===== config.mk =====
export PLATFORM = sky130hd
export DESIGN_NAME = full_hash_wide_flat
export DESIGN_NICKNAME = d
export VERILOG_FILES = /design/src/rtl/full_hash_wide_if.sv /design/src/rtl/full_hash_wide.sv /design/src/flat_wrapper.sv
export SDC_FILE = /design/constraint.sdc
export NUM_CORES = 1
export LEC_CHECK = 0
export CORE_ASPECT_RATIO = 0.75
export CORE_UTILIZATION = 53
export DETAILED_ROUTE_END_ITERATION = 6
export PLACE_DENSITY = 0.8
export SYNTH_ARGS = -nofsm -noshare
export SYNTH_HDL_FRONTEND = slang
export SYNTH_SLANG_ARGS = --single-unit

===== constraint.sdc =====
create_clock -name clk -period 2.72 [get_ports clk]
set_clock_uncertainty 0.05 [all_clocks]
set_input_delay 0.408 -clock clk [delete_from_list [all_inputs] [get_ports clk]]
set_output_delay 0.408 -clock clk [all_outputs]
set_load 0.01 [all_outputs]

===== src/rtl/full_hash_wide_if.sv =====
// ----------------------------------------------------------------------------
// full_hash_wide_if
// Handshake/bus bundle between the byte/word source, the full_hash_wide core
// and the result consumer.
//   start       : begin a new message (one-cycle pulse)
//   Data        : beat payload, byte 0 = Data[7:0] hashed first
//   Byte_cnt    : number of valid bytes in the beat, from byte 0 upward
//   F_dr        : source data ready (four-phase request)
//   End_of_File : message end request
//   R_h         : final hash
//   F_rtr       : core ready to receive
//   H_ready     : R_h valid
//   Msg_len     : bytes hashed in the current/last message
// master = source/consumer side, slave = hash core side.
// ----------------------------------------------------------------------------
interface full_hash_wide_if #(
    parameter int DATA_BYTES = 4,
    parameter int HASH_W     = 32,
    parameter int LEN_W      = 32
);
    localparam int CNT_W = $clog2(DATA_BYTES + 1);

    logic                    start;
    logic [8*DATA_BYTES-1:0] Data;
    logic [CNT_W-1:0]        Byte_cnt;
    logic                    F_dr;
    logic                    End_of_File;
    logic [HASH_W-1:0]       R_h;
    logic                    F_rtr;
    logic                    H_ready;
    logic [LEN_W-1:0]        Msg_len;

    modport master (
        output start, Data, Byte_cnt, F_dr, End_of_File,
        input  R_h, F_rtr, H_ready, Msg_len
    );

    modport slave (
        input  start, Data, Byte_cnt, F_dr, End_of_File,
        output R_h, F_rtr, H_ready, Msg_len
    );
endinterface


===== src/rtl/full_hash_wide.sv =====
// ----------------------------------------------------------------------------
// full_hash_wide
// Multi-byte-per-beat rotate-xor hash core. Each accepted beat carries up to
// DATA_BYTES bytes; the core hashes them one per cycle as
// H = rotl(H, ROT) ^ byte, counts them in Msg_len and, on end of message,
// publishes R_h = H ^ Msg_len with H_ready.
// Ports:
//   clk   : system clock, rising edge
//   rst_n : asynchronous active-low reset
//   bus   : full_hash_wide_if.slave (start, Data, Byte_cnt, F_dr,
//           End_of_File in; R_h, F_rtr, H_ready, Msg_len out)
// ----------------------------------------------------------------------------
module full_hash_wide #(
    parameter int          DATA_BYTES = 4,
    parameter int          HASH_W     = 32,
    parameter int          ROT        = 5,
    parameter logic [31:0] INIT       = 32'h811C9DC5,
    parameter int          LEN_W      = 32
) (
    input  logic             clk,
    input  logic             rst_n,
    full_hash_wide_if.slave  bus
);

    localparam int                CNT_W   = $clog2(DATA_BYTES + 1);
    localparam logic [CNT_W-1:0]  MAX_CNT = CNT_W'(DATA_BYTES);
    localparam logic [HASH_W-1:0] INIT_H  = HASH_W'(INIT);

    typedef enum logic [2:0] {
        IDLE      = 3'd0,
        WAIT_DR   = 3'd1,
        PROC      = 3'd2,
        WAIT_DROP = 3'd3,
        FINAL     = 3'd4,
        DONE      = 3'd5
    } state_t;

    state_t state, state_nxt;

    logic [8*DATA_BYTES-1:0] data_q;
    logic [CNT_W-1:0]        rem_q;
    logic                    eof_pend_q;
    logic [HASH_W-1:0]       h_q;
    logic [LEN_W-1:0]        len_q;
    logic [HASH_W-1:0]       rh_q;

    logic [CNT_W-1:0]        cnt_in;
    logic                    init_en;
    logic                    accept;
    logic                    proc_en;
    logic                    final_en;
    logic                    f_rtr;
    logic                    h_ready;

    function automatic logic [HASH_W-1:0] rotl(input logic [HASH_W-1:0] x);
        return (x << ROT) | (x >> (HASH_W - ROT));
    endfunction

    function automatic logic [HASH_W-1:0] zext_byte(input logic [7:0] b);
        return {{(HASH_W-8){1'b0}}, b};
    endfunction

    // Oversized counts are treated as a full beat.
    assign cnt_in = (bus.Byte_cnt > MAX_CNT) ? MAX_CNT : bus.Byte_cnt;

    // ---- state register ----
    always_ff @(posedge clk or negedge rst_n) begin
        if (!rst_n) begin
            state <= IDLE;
        end else begin
            state <= state_nxt;
        end
    end

    // ---- next-state logic ----
    always_comb begin
        state_nxt = state;
        unique case (state)
            IDLE, DONE: begin
                if (bus.start) state_nxt = WAIT_DR;
            end
            WAIT_DR: begin
                if (bus.F_dr) begin
                    state_nxt = (cnt_in == '0) ? WAIT_DROP : PROC;
                end else if (bus.End_of_File) begin
                    state_nxt = FINAL;
                end
            end
            PROC: begin
                if (rem_q == CNT_W'(1)) state_nxt = WAIT_DROP;
            end
            WAIT_DROP: begin
                // Four-phase: the source must drop F_dr before the next beat.
                if (!bus.F_dr) state_nxt = eof_pend_q ? FINAL : WAIT_DR;
            end
            FINAL:   state_nxt = DONE;
            default: state_nxt = IDLE;
        endcase
    end

    // ---- outputs and datapath strobes ----
    always_comb begin
        f_rtr    = 1'b0;
        h_ready  = 1'b0;
        init_en  = 1'b0;
        accept   = 1'b0;
        proc_en  = 1'b0;
        final_en = 1'b0;
        unique case (state)
            IDLE:      init_en = bus.start;
            WAIT_DR: begin
                f_rtr  = 1'b1;
                accept = bus.F_dr;
            end
            PROC:      proc_en = 1'b1;
            WAIT_DROP: ;
            FINAL:     final_en = 1'b1;
            DONE: begin
                h_ready = 1'b1;
                init_en = bus.start;
            end
            default: ;
        endcase
    end

    // Beat payload is only consumed in PROC, so it needs no reset; it is
    // shifted down so the next byte to hash is always in the low lane.
    always_ff @(posedge clk) begin
        if (accept) begin
            data_q <= bus.Data;
        end else if (proc_en) begin
            data_q <= data_q >> 8;
        end
    end

    // ---- hash, length and result registers ----
    always_ff @(posedge clk or negedge rst_n) begin
        if (!rst_n) begin
            h_q        <= INIT_H;
            len_q      <= '0;
            rh_q       <= '0;
            rem_q      <= '0;
            eof_pend_q <= 1'b0;
        end else begin
            if (init_en) begin
                h_q   <= INIT_H;
                len_q <= '0;
            end
            if (accept) begin
                rem_q      <= cnt_in;
                eof_pend_q <= bus.End_of_File;
            end
            if (proc_en) begin
                h_q   <= rotl(h_q) ^ zext_byte(data_q[7:0]);
                len_q <= len_q + LEN_W'(1);
                rem_q <= rem_q - CNT_W'(1);
            end
            if (final_en) begin
                rh_q <= h_q ^ HASH_W'(len_q);
            end
        end
    end

    assign bus.R_h     = rh_q;
    assign bus.Msg_len = len_q;
    assign bus.F_rtr   = f_rtr;
    assign bus.H_ready = h_ready;

endmodule


===== src/flat_wrapper.sv =====
// flat-port wrapper written by rule: the top's interface ports become plain ports
module full_hash_wide_flat 
#(
    parameter int          DATA_BYTES = 4,
    parameter int          HASH_W     = 32,
    parameter int          ROT        = 5,
    parameter logic [31:0] INIT       = 32'h811C9DC5,
    parameter int          LEN_W      = 32
)
  (clk, rst_n, bus_start, bus_Data, bus_Byte_cnt, bus_F_dr, bus_End_of_File, bus_R_h, bus_F_rtr, bus_H_ready, bus_Msg_len);
  full_hash_wide_if #(.DATA_BYTES(DATA_BYTES), .HASH_W(HASH_W), .LEN_W(LEN_W)) bus_i ();
  input  logic clk;
  input  logic rst_n;
  input wire logic [$bits(bus_i.start)-1:0] bus_start;
  input wire logic [$bits(bus_i.Data)-1:0] bus_Data;
  input wire logic [$bits(bus_i.Byte_cnt)-1:0] bus_Byte_cnt;
  input wire logic [$bits(bus_i.F_dr)-1:0] bus_F_dr;
  input wire logic [$bits(bus_i.End_of_File)-1:0] bus_End_of_File;
  output wire logic [$bits(bus_i.R_h)-1:0] bus_R_h;
  output wire logic [$bits(bus_i.F_rtr)-1:0] bus_F_rtr;
  output wire logic [$bits(bus_i.H_ready)-1:0] bus_H_ready;
  output wire logic [$bits(bus_i.Msg_len)-1:0] bus_Msg_len;
  assign bus_i.start = bus_start;
  assign bus_i.Data = bus_Data;
  assign bus_i.Byte_cnt = bus_Byte_cnt;
  assign bus_i.F_dr = bus_F_dr;
  assign bus_i.End_of_File = bus_End_of_File;
  assign bus_R_h = bus_i.R_h;
  assign bus_F_rtr = bus_i.F_rtr;
  assign bus_H_ready = bus_i.H_ready;
  assign bus_Msg_len = bus_i.Msg_len;
  full_hash_wide #(.DATA_BYTES(DATA_BYTES), .HASH_W(HASH_W), .ROT(ROT), .INIT(INIT), .LEN_W(LEN_W)) u_core (.clk(clk), .rst_n(rst_n), .bus(bus_i));
endmodule

==> key figures, run 1 <==
Run status
  • Status: complete, no violations

Finish
  • Layout cells sized above 1: 9.09%
  • Final core utilization: 72.4%
  • Fill cells: 750
  • Final #Nets: 778
  • P&R area growth vs syn: 30.7%
  • N_diodes: 0

Synthesis
  • Ys async rst share: 76.3%
  • Synth area leader: dfrtp_1
  • Syn. warnings: 0
  • Post-synth EDFFs: 32
  • Post-Syn Area: 6180 um2
  • Average size of a mapped cell: 9.84 um2
  • Synthesized Nets: 671
  • Share of the synthesized area in the top cell type: 36.1%
  • Post-Syn Instances: 628
  • Synth Register Bits: 135
  • Top cell types by occurrence after synthesis: 145 x nand2_1, 89 x dfrtp_1, 64 x nor2_1
  • Top_reg_cell synth: dfrtp_1
  • Top-count cell post-synth: nand2_1
  • Top cells by area, synth: dfrtp_1 36%, edfxtp_1 16%, nand2_1 8.8%
  • Distinct cells, synth: 44
  • Sequential share of the synthesized area: 57.6%

Placement
  • Detail Placement HPWL: 9720 um
  • Port Buffers: 105
  • Routability-driven placement congestion ratio: 0.855

Setup path
  • WP depth: 4
  • Reg2reg end: u_core.bus.Msg_len[30]
  • Setup crit end: bus_F_rtr
  • Crit start category: flop
  • Critical-path maximum fanout: 15
  • Ordered cell list for the critical path: buf_4, nand2b_1, nor2_1, clkdlybuf4s50_1
  • Slowest stage cell on the critical path: clkdlybuf4s50_1
  • Top delay family on crit path: buffers and inverters
  • Reg2Reg Depth: 5
  • CP peak stage delay: 0.54 ns
  • Reg2reg start: u_core.bus.Msg_len[0]
  • Worst Setup End Kind: output port
  • CP Class: reg -> out
  • Critical path data arrival time: 1.83 ns
  • Critical path buffer and inverter count: 2
  • Critical Path RT: 2.26 ns
  • Reg2reg setup slack: 0.58 ns
  • Critical Path Source: u_core.state[1]

Die
  • Placeable Area: 11100 um2
  • Starting Density: 55.4%
  • Num rows: 33
  • I/O Pins: 106
  • Chip Height: 95.5 um
  • Die area: 12100 um2
  • Die Wd: 127 um

Pwr
  • Internal power: 5.96 mW
  • Net Sw Power: 2.95 mW
  • Pleak: 3.43 nW
  • PwrDens: 1100 nW/um2
  • Comb power frac: 31.6%
  • Clock share of power: 29.0%
  • Sw frac: 33.1%
  • Total power: 8.90 mW
  • Maximum vdd drop: 0.566 mV
  • Sequential share of power: 39.4%

Clocking
  • TritonCTS clock tree: yes
  • CTS max path bufs: 2
  • CTS sink cnt: 135
  • Post-CTS setup buffers: 0
  • Clock H-tree levels: 4
  • CTS buffer count: 17
  • Worst skew pair latency: 0.42 ns
  • CTS Root Cell: clkbuf_16
  • CTS clk-pin slew, worst paths: 0.06 ns

Timing
  • Final setup viols: 0
  • Slew margin rel.: 43.2%
  • RSZ-0062 raised after global routing: no
  • Max Fclk: 438 MHz
  • Slew of the pin with the lowest slew margin: 0.844 ns
  • Final setup TNS: 0 ns
  • Min cycle time layout: 2.28 ns
  • Final count of hold timing violations: 0
  • Fin crit share: 84.0%
  • Final Slew Violations: 0

Drt
  • Drt pass-1 iters: 6
  • WL/cell: 17.0 um
  • Via-to-Cell Ratio: 5.73
  • Antenna-violating nets left: 0
  • Via Count: 5086
  • DRC: 0
  • Final WL: 15100 um
  • Initial DRC count: 534

GRT
  • Number of global-route vias before repair: 4795
  • First-pass GRT wire length: 24300 um
  • GRT overflow: 0
  • Largest net degree at the start of global routing: 65
  • GRT Overall Usage: 26.5%
  • Antenna violations before repair: 0

Min path
  • Hold WC Path Type: reg -> reg
  • Hold_sp: u_core.eof_pend_q
  • Worst Hold Depth: 2

Flow run
  • Max-cap viol count: 0
cells in the final DEF (no fill, tap or decap), types with 19 or more instances in the layout:
cell type and n:
edfxtp_1 32, nand2_1 145, buf_4 19, mux2i_1 22, xnor2_1 42, o21ai_0 30
nor2_1 64, dfrtp_1 89, clkdlybuf4s50_1 104, a21oi_1 53
repair_timing:
item,CTS,global route
hold buffers,1,0
hold endpoints to repair,38,0
resized for setup,0,0
power by group through the flow:
stage	logic (mW)	clock network (mW)	registers (mW)
CTS	2.82	2.61	3.50
floorplan	1.58	0	3.49
global placement	2.67	0	3.47
global route	3.11	2.70	3.58
detailed placement	2.77	0	3.52
finish	2.81	2.58	3.51
worst min-delay path by stage:
stage                     slack, ns               endpoint
after floorplan                0.06  u_core.bus.Msg_len[0]
after global placement         0.42      u_core.bus.R_h[7]
after detailed placement       0.42      u_core.bus.R_h[7]
after CTS                      0.45      u_core.eof_pend_q
after global routing           0.46      u_core.eof_pend_q
final                          0.44      u_core.eof_pend_q
worst register-to-register path: stages, from the launching register on:
cell,delay [ns]
dfrtp_1,0.49
ha_1,0.26
nand4_1,0.19
nor4_4,0.62
nand4_1,0.23
mux2i_1,0.18
routing by layer:
layer / track usage [%] / vias up / part of all wire, %
met5: 0 / - / 0
met4: 9.92 / 0 / 0.99
met3: 5.89 / 18 / 6.7
met2: 43.7 / 218 / 48
met1: 34.9 / 2499 / 44
li1: - / 2351 / -
final cells by class:
class	instances	area, um2	share of cell area (%)
inverters	7	26.3	0.325
well taps	140	175	2.17
multi-input cells	450	2460	30.5
clock inverters	15	233	2.88
repair buffers	124	1190	14.8
flip-flops and latches	135	3560	44.0
clock buffers	17	425	5.27
cell families after synthesis:
logic type                 Yosys count  synth area share, %
AOI/OAI and AO/OA                   97                 8.51
xor gates and xnor gates            44                 6.24
adders and majority gates            3                0.608
buffers and inverters               43                 2.82
DFF                                135                 57.6
muxes                               22                 3.56
and+or+nand+nor                    284                 20.7
per-stage QoR:
step | hold slack (ns) | cells | worst slack (ns) | area [um2]
global placement | 0.420 | 855 | 0.666 | 7410
finish | 0.438 | 888 | 0.436 | 8070
floorplan | 0.0624 | 628 | 0.419 | 6180
detailed placement | 0.418 | 855 | 0.595 | 7410
global route | 0.463 | 888 | 0.376 | 8070
CTS | 0.447 | 888 | 0.428 | 8070
flip-flops by register name, summed over array words and instances (netlist names):
name,count
u_core.data_q,32
u_core.state,3
u_core.bus.R_h,32
u_core.rem_q,3
u_core.h_q,32
u_core.bus.Msg_len,32
u_core.eof_pend_q,1
Power figures use the tool's default switching activity.
==> inputs of run 2 (changes only) <==
Settings changed: CORE_UTILIZATION 53 to 48, PLACE_DENSITY 0.8 to 0.76.
Clock period 2.72 ns to 2 ns, I/O delays scaled along.
==> run 2 against run 1 <==
Effect of this change:
- cell count rose by 3.9%
- design area rose by 1.7%
- sequential power grew 35%
- sequential share of layout area down 0.73 points
- die area rose by 10%
- count of clock-buffer cells in the layout is the same
- worst setup slack lost 0.37 ns
- register-to-register slack lost 0.45 ns
- critical path type unchanged
- highest routed layer unchanged
==> key figures, run 2 (synthesis gave the netlist of run 1 again) <==
Run status
  • Status: complete, no violations

Finish
  • Final #Nets: 787
  • Commonest non-fill, non-tap cells in the layout: 144 x nand2_1, 102 x clkdlybuf4s50_1, 89 x dfrtp_1
  • Commonest non-fill, non-tap cell in the layout: nand2_1
  • N_diodes: 0
  • P&R area growth vs syn: 32.9%
  • Layout cells sized above 1: 10.4%
  • Final instance area: 8210 um2

Pwr
  • Maximum vdd drop: 0.822 mV
  • Pleak: 3.48 nW
  • Total power: 11.8 mW
  • PwrDens: 1440 nW/um2

Clocking
  • CTS sink cnt: 135
  • TritonCTS clock tree: yes
  • CTS Root Cell: clkbuf_16
  • Worst skew pair latency: 0.42 ns
  • CTS clk-pin slew, worst paths: 0.06 ns
  • CTS max path bufs: 2
  • Clock H-tree levels: 4
  • CTS buffer count: 17

Setup path
  • Reg2Reg Depth: 5
  • Reg2reg setup slack: 0.13 ns
  • Critical Path RT: 1.65 ns
  • Crit start category: flop
  • CP peak stage delay: 0.61 ns
  • Critical path data arrival time: 1.58 ns
  • Slowest stage cell on the critical path: clkdlybuf4s50_1
  • WP depth: 1
  • Reg2reg end: u_core.bus.Msg_len[27]
  • Ordered cell list for the critical path: clkdlybuf4s50_1
  • Worst Setup End Kind: output port
  • Critical Path Source: u_core.bus.Msg_len[5]
  • Critical-path maximum fanout: 10
  • Setup crit end: bus_Msg_len[5]
  • Top delay family on crit path: buffers and inverters
  • Reg2reg start: u_core.bus.Msg_len[15]
  • Critical path buffer and inverter count: 1
  • CP Class: reg -> out

Flow run
  • Max-cap viol count: 0

Die
  • I/O Pins: 106
  • Die area: 13300 um2
  • Die Wd: 133 um
  • Starting Density: 49.8%
  • Placeable Area: 12400 um2
  • Num rows: 35
  • Chip Height: 100 um

Drt
  • WL/cell: 16.1 um
  • Antenna-violating nets left: 0
  • Drt pass-1 iters: 5
  • DRC: 0
  • Final WL: 14800 um
  • Via-to-Cell Ratio: 5.41
  • Via Count: 4992
  • Initial DRC count: 429

Placement
  • Post-DP Area: 7610 um2
  • Detail Placement HPWL: 9850 um
  • Port Buffers: 105
  • Routability-driven placement congestion ratio: 0.808

GRT
  • Largest net degree at the start of global routing: 65
  • GRT Overall Usage: 24.0%
  • First-pass GRT wire length: 24600 um
  • GRT overflow: 0
  • Antenna violations before repair: 0
  • Number of global-route vias before repair: 4874

Timing
  • Slew margin rel.: 67.8%
  • Max Fclk: 517 MHz
  • Fin crit share: 96.6%
  • Final count of hold timing violations: 0
  • Final Slew Violations: 0
  • Slew of the pin with the lowest slew margin: 0.482 ns
  • RSZ-0062 raised after global routing: no
  • Final setup TNS: 0 ns
  • Final setup viols: 0
  • Min cycle time layout: 1.93 ns

Min path
  • Hold WC Path Type: in -> async
-- run 2: changes by cell type in the layout (fill, tap and decap cells not counted), moves of 2 or more --
cell,before,now
clkinv_2,4,6
bufinv_16,6,3
clkdlybuf4s50_1,104,102
buf_12,0,8
dlygate4sd2_1,0,2
-- run 2: worst min-delay path by stage --
stage               start                    end  slack [ns]  cells past startpoint
floorplan           rst_n  u_core.bus.Msg_len[0]       -0.05                      0
global placement    rst_n     u_core.bus.R_h[17]        0.24                      1
detailed placement  rst_n     u_core.bus.R_h[16]        0.24                      1
CTS                 rst_n     u_core.bus.R_h[16]        0.34                      2
global route        rst_n     u_core.bus.R_h[16]        0.39                      2
finish              rst_n     u_core.bus.R_h[16]        0.34                      2
-- run 2: per-stage QoR --
stage                     instances  utilization [%]  hold slack [ns]  setup WS [ns]
after global routing            923             66.2            0.389        0.00354
final                           923             66.2            0.341         0.0671
after global placement          890             61.4            0.235          0.142
after detailed placement        890             61.4            0.239         0.0467
after floorplan                 628                -          -0.0456         0.0224
after CTS                       923             66.2            0.344         0.0611
-- run 2: layer usage --
| layer | up-vias | track usage [%] | part of all wire [%] |
|---|---|---|---|
| met5 | - | 0 | 0 |
| met4 | 0 | 9.99 | 1.8 |
| met3 | 25 | 4.80 | 5.5 |
| met2 | 176 | 37.6 | 46 |
| met1 | 2420 | 32.8 | 47 |
| li1 | 2371 | - | - |
-- run 2: what timing repair did --
| item | 4_1_cts | 5_1_grt |
|---|---|---|
| endpoints found under the hold margin | 30 | 0 |
| resized for setup | 2 | 1 |
| setup buffers | 0 | 0 |
| pin swaps | 0 | 0 |
| gates cloned | 0 | 0 |
| hold buffers | 1 | 0 |
| setup endpoints to repair | 2 | 2 |
-- run 2: where the power goes --
group          internal, mW  switching, mW
Sequential             4.04          0.706
Combinational          1.85           2.09
Clock                  1.94           1.16
-- run 2: final cells by class --
type                            instances  area [um2]
Fill cell                             930        4180
Sequential cell                       135        3560
Multi-Input combinational cell        450        2470
Clock buffer                           17         425
Clock inverter                         15         161
Timing Repair Buffer                  133        1360
Tap cell                              166         208
Inverter                                7        26.3
==> inputs of run 3 (changes only) <==
Settings changed: CELL_PAD_IN_SITES_DETAIL_PLACEMENT set to 0, CELL_PAD_IN_SITES_GLOBAL_PLACEMENT set to 2, CORE_UTILIZATION 48 to 30, CTS_CLUSTER_SIZE set to 30, PLACE_DENSITY 0.76 to not set, PLACE_DENSITY_LB_ADDON set to 0.1.
==> run 3 against run 2 <==
Effect of this change:
- sequential cell count stayed put
- worst hold slack worse by 0.0061 ns
- largest cell class unchanged
- sequential share of layout area is 0.97 points lower
- via count is 3.3% lower
- sequential power hardly changed
- critical path type unchanged
- combinational power hardly changed
- total power is 2.8% higher
- die area is 59% higher
- first-iteration DRC count is 30% lower
- register-to-register slack hardly changed
- largest power group unchanged
- cell count is 10% higher
- count of clock-buffer cells in the layout stayed put
==> key figures, run 3 (synthesis gave the netlist of run 1 again) <==
Placement
  • Setup slack at placement: 0.0824 ns
  • Routability-driven placement congestion ratio: 0.789
  • Detail Placement HPWL: 11000 um
  • Port Buffers: 105

Timing
  • PnR worst setup slack: 0.0920 ns
  • Final count of hold timing violations: 0
  • Final setup TNS: 0 ns
  • Fin crit share: 95.4%
  • Min cycle time layout: 1.91 ns
  • Slew of the pin with the lowest slew margin: 0.522 ns
  • Slew margin rel.: 65.2%
  • Final setup viols: 0
  • Max Fclk: 524 MHz
  • RSZ-0062 raised after global routing: no
  • Final Slew Violations: 0

Min path
  • Hold WC Path Type: in -> async

Die
  • Die area: 21200 um2
  • I/O Pins: 106
  • Chip Height: 126 um
  • Die Wd: 168 um
  • Num rows: 45
  • Placeable Area: 20200 um2
  • Starting Density: 30.6%

Finish
  • Final #Nets: 790
  • Commonest non-fill, non-tap cell in the layout: nand2_1
  • P&R area growth vs syn: 36.0%
  • Layout cells sized above 1: 10.9%
  • N_diodes: 0
  • Commonest non-fill, non-tap cells in the layout: 144 x nand2_1, 102 x clkdlybuf4s50_1, 89 x dfrtp_1
  • Fill cells: 1980

Pwr
  • Sequential share of power: 38.9%
  • Clock share of power: 28.4%
  • PwrDens: 1440 nW/um2
  • Sw frac: 33.1%
  • Internal power: 8.12 mW
  • Maximum vdd drop: 0.590 mV
  • Pleak: 3.51 nW
  • Total power: 12.1 mW
  • Net Sw Power: 4.01 mW
  • Comb power frac: 32.7%

Clocking
  • Clock H-tree levels: 4
  • CTS Root Cell: clkbuf_16
  • CTS sink cnt: 135
  • Worst skew pair latency: 0.42 ns
  • TritonCTS clock tree: yes
  • CTS clk-pin slew, worst paths: 0.06 ns
  • CTS buffer count: 17
  • CTS max path bufs: 2

Flow run
  • Max-cap viol count: 0

Setup path
  • CP Class: reg -> out
  • Critical Path RT: 1.65 ns
  • Critical-path maximum fanout: 5
  • Worst Setup End Kind: output port
  • Critical path data arrival time: 1.56 ns
  • Crit start category: flop

GRT
  • First-pass GRT wire length: 26300 um
  • GRT overflow: 0
  • Largest net degree at the start of global routing: 65
  • Number of global-route vias before repair: 4844
  • GRT Overall Usage: 16.1%
  • Antenna violations before repair: 0

Drt
  • WL/cell: 15.6 um
  • Via Count: 4827
  • DRC: 0
  • Via-to-Cell Ratio: 4.74
  • Antenna-violating nets left: 0
  • Final WL: 15900 um
  • Drt pass-1 iters: 4
  • Initial DRC count: 299

Run status
  • Status: complete, no violations
[run 3: layout make-up]
| type | instances | area (um2) | area share, % |
|---|---|---|---|
| Clock buffer | 17 | 425 | 5.06 |
| Multi-Input combinational cell | 450 | 2470 | 29.5 |
| Inverter | 7 | 26.3 | 0.313 |
| Tap cell | 258 | 323 | 3.84 |
| Sequential cell | 135 | 3560 | 42.3 |
| Clock inverter | 15 | 226 | 2.70 |
| Timing Repair Buffer | 136 | 1370 | 16.3 |
[run 3: critical path, cell delays in order (launching register included)]
cell and delay, ns:
dfrtp_1 0.40, buf_4 0.18, clkdlybuf4s50_1 0.57
[run 3: final timing paths]
| path | from | end | slack, ns | depth (start not counted) |
|---|---|---|---|---|
| min in group clk | bus_End_of_File | u_core.eof_pend_q | 0.41 | 3 |
| worst max register to register | u_core.state[0] | u_core.data_q[9] | 0.12 | 4 |
| worst min-delay path | rst_n | u_core.bus.R_h[7] | 0.34 | 2 |
| worst max-delay path | u_core.bus.Msg_len[0] | bus_Msg_len[0] | 0.09 | 2 |
| worst min register to register | u_core.eof_pend_q | u_core.eof_pend_q | 0.44 | 2 |
| max in group asynchronous | rst_n | u_core.h_q[7] | 0.91 | 3 |
[run 3: timing repair]
item / 4_1_cts / 5_1_grt
endpoints found under the setup margin: 2 / 0
setup buffers: 0 / 0
gates resized for setup: 2 / 0
hold endpoints to repair: 24 / 0
hold buffers: 1 / 0
[run 3: routing by layer]
metal | wire [um] | vias to the layer above | track usage (%) | share of wire [%]
li1 | - | 2383 | - | -
met1 | 8480 | 2312 | 24.0 | 53
met2 | 6670 | 115 | 22.9 | 42
met3 | 616 | 17 | 4.12 | 3.9
met4 | 150 | 0 | 4.53 | 0.94
met5 | 0 | - | 0 | 0
[run 3: through the flow]
step | cells | area (um2) | util [%] | hold WS [ns]
floorplan | 628 | 6180 | - | -0.0456
global placement | 985 | 7740 | 38.3 | 0.230
detailed placement | 985 | 7740 | 38.3 | 0.238
CTS | 1018 | 8400 | 41.6 | 0.348
global route | 1018 | 8400 | 41.6 | 0.383
finish | 1018 | 8400 | 41.6 | 0.335
[run 3: power by group through the flow]
stage / logic [mW] / registers (mW) / clock network, mW
6_report: 3.97 / 4.72 / 3.44
5_1_grt: 4.47 / 4.85 / 3.65
4_1_cts: 4.04 / 4.74 / 3.52
3_5_place_dp: 4.02 / 4.78 / 0
3_3_place_gp: 3.98 / 4.76 / 0
2_1_floorplan: 2.15 / 4.74 / 0
==> edit 1 (flow settings as in run 2) <==
`LEN_W` is set to 32 in 3 places; all go to 64.
--- a/src/rtl/full_hash_wide_if.sv
+++ b/src/rtl/full_hash_wide_if.sv
@@ -18,3 +18,3 @@
     parameter int HASH_W     = 32,
-    parameter int LEN_W      = 32
+    parameter int LEN_W      = 64
 );
--- a/src/rtl/full_hash_wide.sv
+++ b/src/rtl/full_hash_wide.sv
@@ -17,3 +17,3 @@
     parameter logic [31:0] INIT       = 32'h811C9DC5,
-    parameter int          LEN_W      = 32
+    parameter int          LEN_W      = 64
 ) (
--- a/src/flat_wrapper.sv
+++ b/src/flat_wrapper.sv
@@ -7,3 +7,3 @@
     parameter logic [31:0] INIT       = 32'h811C9DC5,
-    parameter int          LEN_W      = 32
+    parameter int          LEN_W      = 64
 )
Interface: changed (resized bus_Msg_len); port bits go from 106 to 138. No check against the original RTL was run, so the function may have changed too.
==> edit 1 against run 2 <==
The run now ends with negative setup slack left. Count of clock-buffer cells in the layout is 5 higher. Clock power grew 14%. Routed wire length is 36% higher. Non-clock buffer count up 113. Via count up 35%. Power is 13% higher. Maximum frequency shrank 5.4%. Sequential power is 14% higher. Area after synthesis is 26% higher. Critical path depth grew 8. Setup slack worse by 110 ps. Sequential cell count is 32 higher. Cell area increased by 34%.
==> edit 1: results (changes against run 2) <==
.. list-table::
   :header-rows: 1

   * - Metric
     - Value
   * - Number of global-route vias before repair
     - 6485 (+33%)
   * - Multi-input gates
     - 574 (+28%)
   * - Nonclk inv count
     - 11 (+4)
   * - Max_slew headroom
     - 66.2% (-1.7 points)
   * - Detailed-routed wire length on met3
     - 1.06 mm (+31%)
   * - Non-clock buffer contribution to total cell area
     - 21.5% (+4.9 points)
   * - RR Endpoint
     - u_core.bus.Msg_len[30]$_DFFE_PN0P_
   * - Fraction of registers with async set/reset
     - 80.8% (+4.5 points)
   * - Average wire per cell in the routed design
     - 16.3 um (+1.4%)
   * - Met2 track demand over resource in global routing
     - 39.1% (+1.6 points)
   * - Total setup buffers inserted after CTS
     - 12 (+12)
   * - Met3 routing resource usage after global routing
     - 4.80% (about the same)
   * - Sum of negative setup slack
     - -141 ps (-141 ps)
   * - Outcome
     - complete, but fails checks
   * - Inst Count DP
     - 1179 (+32%)
   * - Hold WS
     - 345 ps (+3.72 ps)
   * - Detailed-route wire length on metal 1
     - 9.43 mm (+36%)
   * - Leakage Power
     - 4.57 nW (+31%)
   * - Post-synthesis share of cell area spent on xor and xnor gates
     - 4.74% (-1.5 points)
   * - Post-synth net total
     - 842 (+25%)
   * - Critical Path Start
     - u_core.state[1]$_DFFE_PN0P_
   * - Post-DP HPWL
     - 13.7 mm (+39%)
   * - Total number of nets in the final design
     - 1060 (+35%)
   * - Register area share after synthesis
     - 56.1% (-1.4 points)
   * - Final worst-path setup slack
     - -43.7 ps (-111 ps)
   * - WL met2
     - 9.42 mm (+38%)
   * - Cells on worst reg2reg path
     - 9 (+4)
   * - Final setup violating endpoints
     - 7 (+7)
   * - Adder and majority gate portion of the synthesized area
     - 0.484% (-0.12 points)
   * - Number of buffers added on ports
     - 137 (+30%)
   * - Power Density
     - 1210 mW/mm^2 (-16%)
   * - Final estimated routing congestion in global placement
     - 0.810 (+0.30%)
   * - Fraction of layout cells with a size suffix above 1
     - 18.3% (+7.8 points)
   * - Starting DRT DRC Count
     - 503 (+17%)
   * - Total of clock buffers placed in the layout
     - 22 (+5)
   * - Routing usage on met1
     - 37.2% (+4.3 points)
   * - Crit path capture
     - u_core.bus.Msg_len[30]$_DFFE_PN0P_
   * - Clock-cell share of area
     - 5.72% (-1.4 points)
   * - Multiplexer fraction of the synthesized cell area
     - 3.50% (-0.067 points)
   * - Distinct cells, synth
     - 45 (+2.3%)
   * - Failing checks
     - negative setup slack
   * - Post-Place Setup Slack
     - -102 ps (-149 ps)
## edit 1: cell count changes after synthesis, sizes merged, moves of 6 or more
cell	run 2	this run
nand4	15	28
nor3	8	19
and2	10	3
o31ai	2	16
nand2	145	161
o21ai	30	48
o211ai	2	17
nand3	17	45
nor4	5	12
nor2	64	70
dfrtp	89	121
clkbuf	30	41
## edit 1: worst max-delay path, cell delays in order, from the launching register on
cell and delay, ps:
dfrtp_1 350, buf_4 120, or3b_4 400, buf_6 140, nor3_4 110, nand4_1 150
buf_6 190, buf_12 130, o211ai_1 180, o31ai_1 100
## edit 1: report_power, final
| part | internal, mW | switching (mW) | leakage (nW) |
|---|---|---|---|
| Sequential | 4.71 | 0.697 | 2.01 |
| Combinational | 2.16 | 2.21 | 2.25 |
| Clock | 2.24 | 1.29 | 0.303 |
==> edit 2 (config.mk and constraints of run 2) <==
Without the edit above. The 6 states of `state_t` get a one-hot encoding in 6 bits.
--- a/src/rtl/full_hash_wide.sv
+++ b/src/rtl/full_hash_wide.sv
@@ -28,9 +28,9 @@
 
-    typedef enum logic [2:0] {
-        IDLE      = 3'd0,
-        WAIT_DR   = 3'd1,
-        PROC      = 3'd2,
-        WAIT_DROP = 3'd3,
-        FINAL     = 3'd4,
-        DONE      = 3'd5
+    typedef enum logic [5:0] {
+        IDLE      = 6'b000001,
+        WAIT_DR   = 6'b000010,
+        PROC      = 6'b000100,
+        WAIT_DROP = 6'b001000,
+        FINAL     = 6'b010000,
+        DONE      = 6'b100000
     } state_t;
Formal check against the unedited RTL: no difference found for any inputs over 10 cycles, from zero or initial values and one cycle with rst_n low; not proved beyond that.
==> edit 2 against run 2 <==
The run now ends with negative setup slack left. Sequential cell count increased by 3. Count of clock-buffer cells in the layout increased by 2. Die area decreased by 0.34%. Register-to-register slack got worse by 210 ps. Setup slack got worse by 150 ps. Area after synthesis decreased by 0.34%. Cell area increased by 7.3%. Power decreased by 11%. Combinational power decreased by 15%. Routed wire length increased by 12%. Critical endpoint is now u_core.bus.Msg_len[19]$_DFFE_PN0P_. Largest power group unchanged.
==> edit 2: results (changes against run 2) <==
.. list-table::
   :header-rows: 1

   * - Metric
     - Value
   * - Detailed-route wire length on metal 1
     - 7.24 mm (+4.4%)
   * - Final estimated routing congestion in global placement
     - 0.831 (+2.9%)
   * - Post-synthesis share of cell area spent on xor and xnor gates
     - 6.40% (+0.16 points)
   * - Total of clock buffers placed in the layout
     - 19 (+2)
   * - Repair and plain buffers
     - 178 (+34%)
   * - Seq. cell area
     - 0.00363 mm^2 (+2.1%)
   * - Clock network fraction of design power
     - 28.6% (+2.3 points)
   * - Fraction of layout cells with a size suffix above 1
     - 22.5% (+12 points)
   * - RR Endpoint
     - u_core.bus.Msg_len[19]$_DFFE_PN0P_
   * - Register area share after synthesis
     - 59.0% (+1.4 points)
   * - Floorplan die width
     - 133 um (-0.17%)
   * - Setup CP Type
     - reg2reg
   * - Worst-path cell with the longest stage delay
     - or4_4
   * - Sum of negative setup slack
     - -2030 ps (-2030 ps)
   * - Delay contributed by the slowest stage of the critical path
     - 450 ps (-160 ps)
   * - Multi-input gates
     - 396 (-12%)
   * - Wire length of the first global-routing pass
     - 26.7 mm (+8.4%)
   * - Clock-cell share of area
     - 6.36% (-0.79 points)
   * - Outcome
     - complete, but fails checks
   * - Adder and majority gate portion of the synthesized area
     - 0.610% (+0.0021 points)
   * - Leakage Power
     - 3.72 nW (+6.7%)
   * - Combined area of the multi-input logic cells
     - 0.00267 mm^2 (+7.7%)
   * - Non-clock buffer contribution to total cell area
     - 19.5% (+3.0 points)
   * - Max_slew headroom
     - 62.0% (-5.8 points)
   * - Final setup violating endpoints
     - 44 (+44)
   * - Distinct cells, synth
     - 49 (+11%)
   * - Total Routing Usage GR
     - 26.3% (+2.3 points)
   * - WP data arrival
     - 2310 ps (+730 ps)
   * - Reported combinational group power
     - 3.34 mW (-15%)
   * - Starting DRT DRC Count
     - 389 (-9.3%)
   * - Final worst-path setup slack
     - -83.7 ps (-151 ps)
   * - Routing usage on met1
     - 35.6% (+2.7 points)
   * - FILL cells
     - 847 (-8.9%)
   * - Maximum vdd ir drop
     - 0.000783 V (-4.7%)
   * - Hold WS
     - 420 ps (+79.2 ps)
   * - Via-per-instance ratio
     - 5.60 (+3.5%)
   * - Post-synth net total
     - 611 (-8.9%)
   * - WL met2
     - 7.78 mm (+14%)
   * - Failing checks
     - negative setup slack
==> edit 2: cell count changes after synthesis, sizes merged, moves of 10 or more <==
cell   delta
nand2    -16
a22o     +16
o21ai    +28
mux2i    -18
nor2     -52
o22a     +10
a21oi    -48
==> edit 2: repair_timing <==
action | 4_1_cts | 5_1_grt
resized for setup | 54 | 36
endpoints found under the setup margin | 112 | 96
pin swaps | 12 | 13
endpoints found under the hold margin | 91 | 0
hold buffers | 1 | 0
cloned | 3 | 3
buffers inserted | 7 | 6
==> edit 2: through the flow <==
stage	cells	setup WS (ps)	util, %
after floorplan	568	-176	-
after global placement	864	-74.3	62.8
after detailed placement	864	-142	62.8
after CTS	907	-45.3	69.7
after global routing	916	-120	71.1
final	916	-83.7	71.1
==> edit 2: kinds of logic after synthesis <==
family / count (synthesis)
AOI/OAI and AO/OA: 122
xor gates and xnor gates: 45
adders and majority gates: 3
buffers and inverters: 37
DFF: 138
muxes: 4
and+or+nand+nor: 219
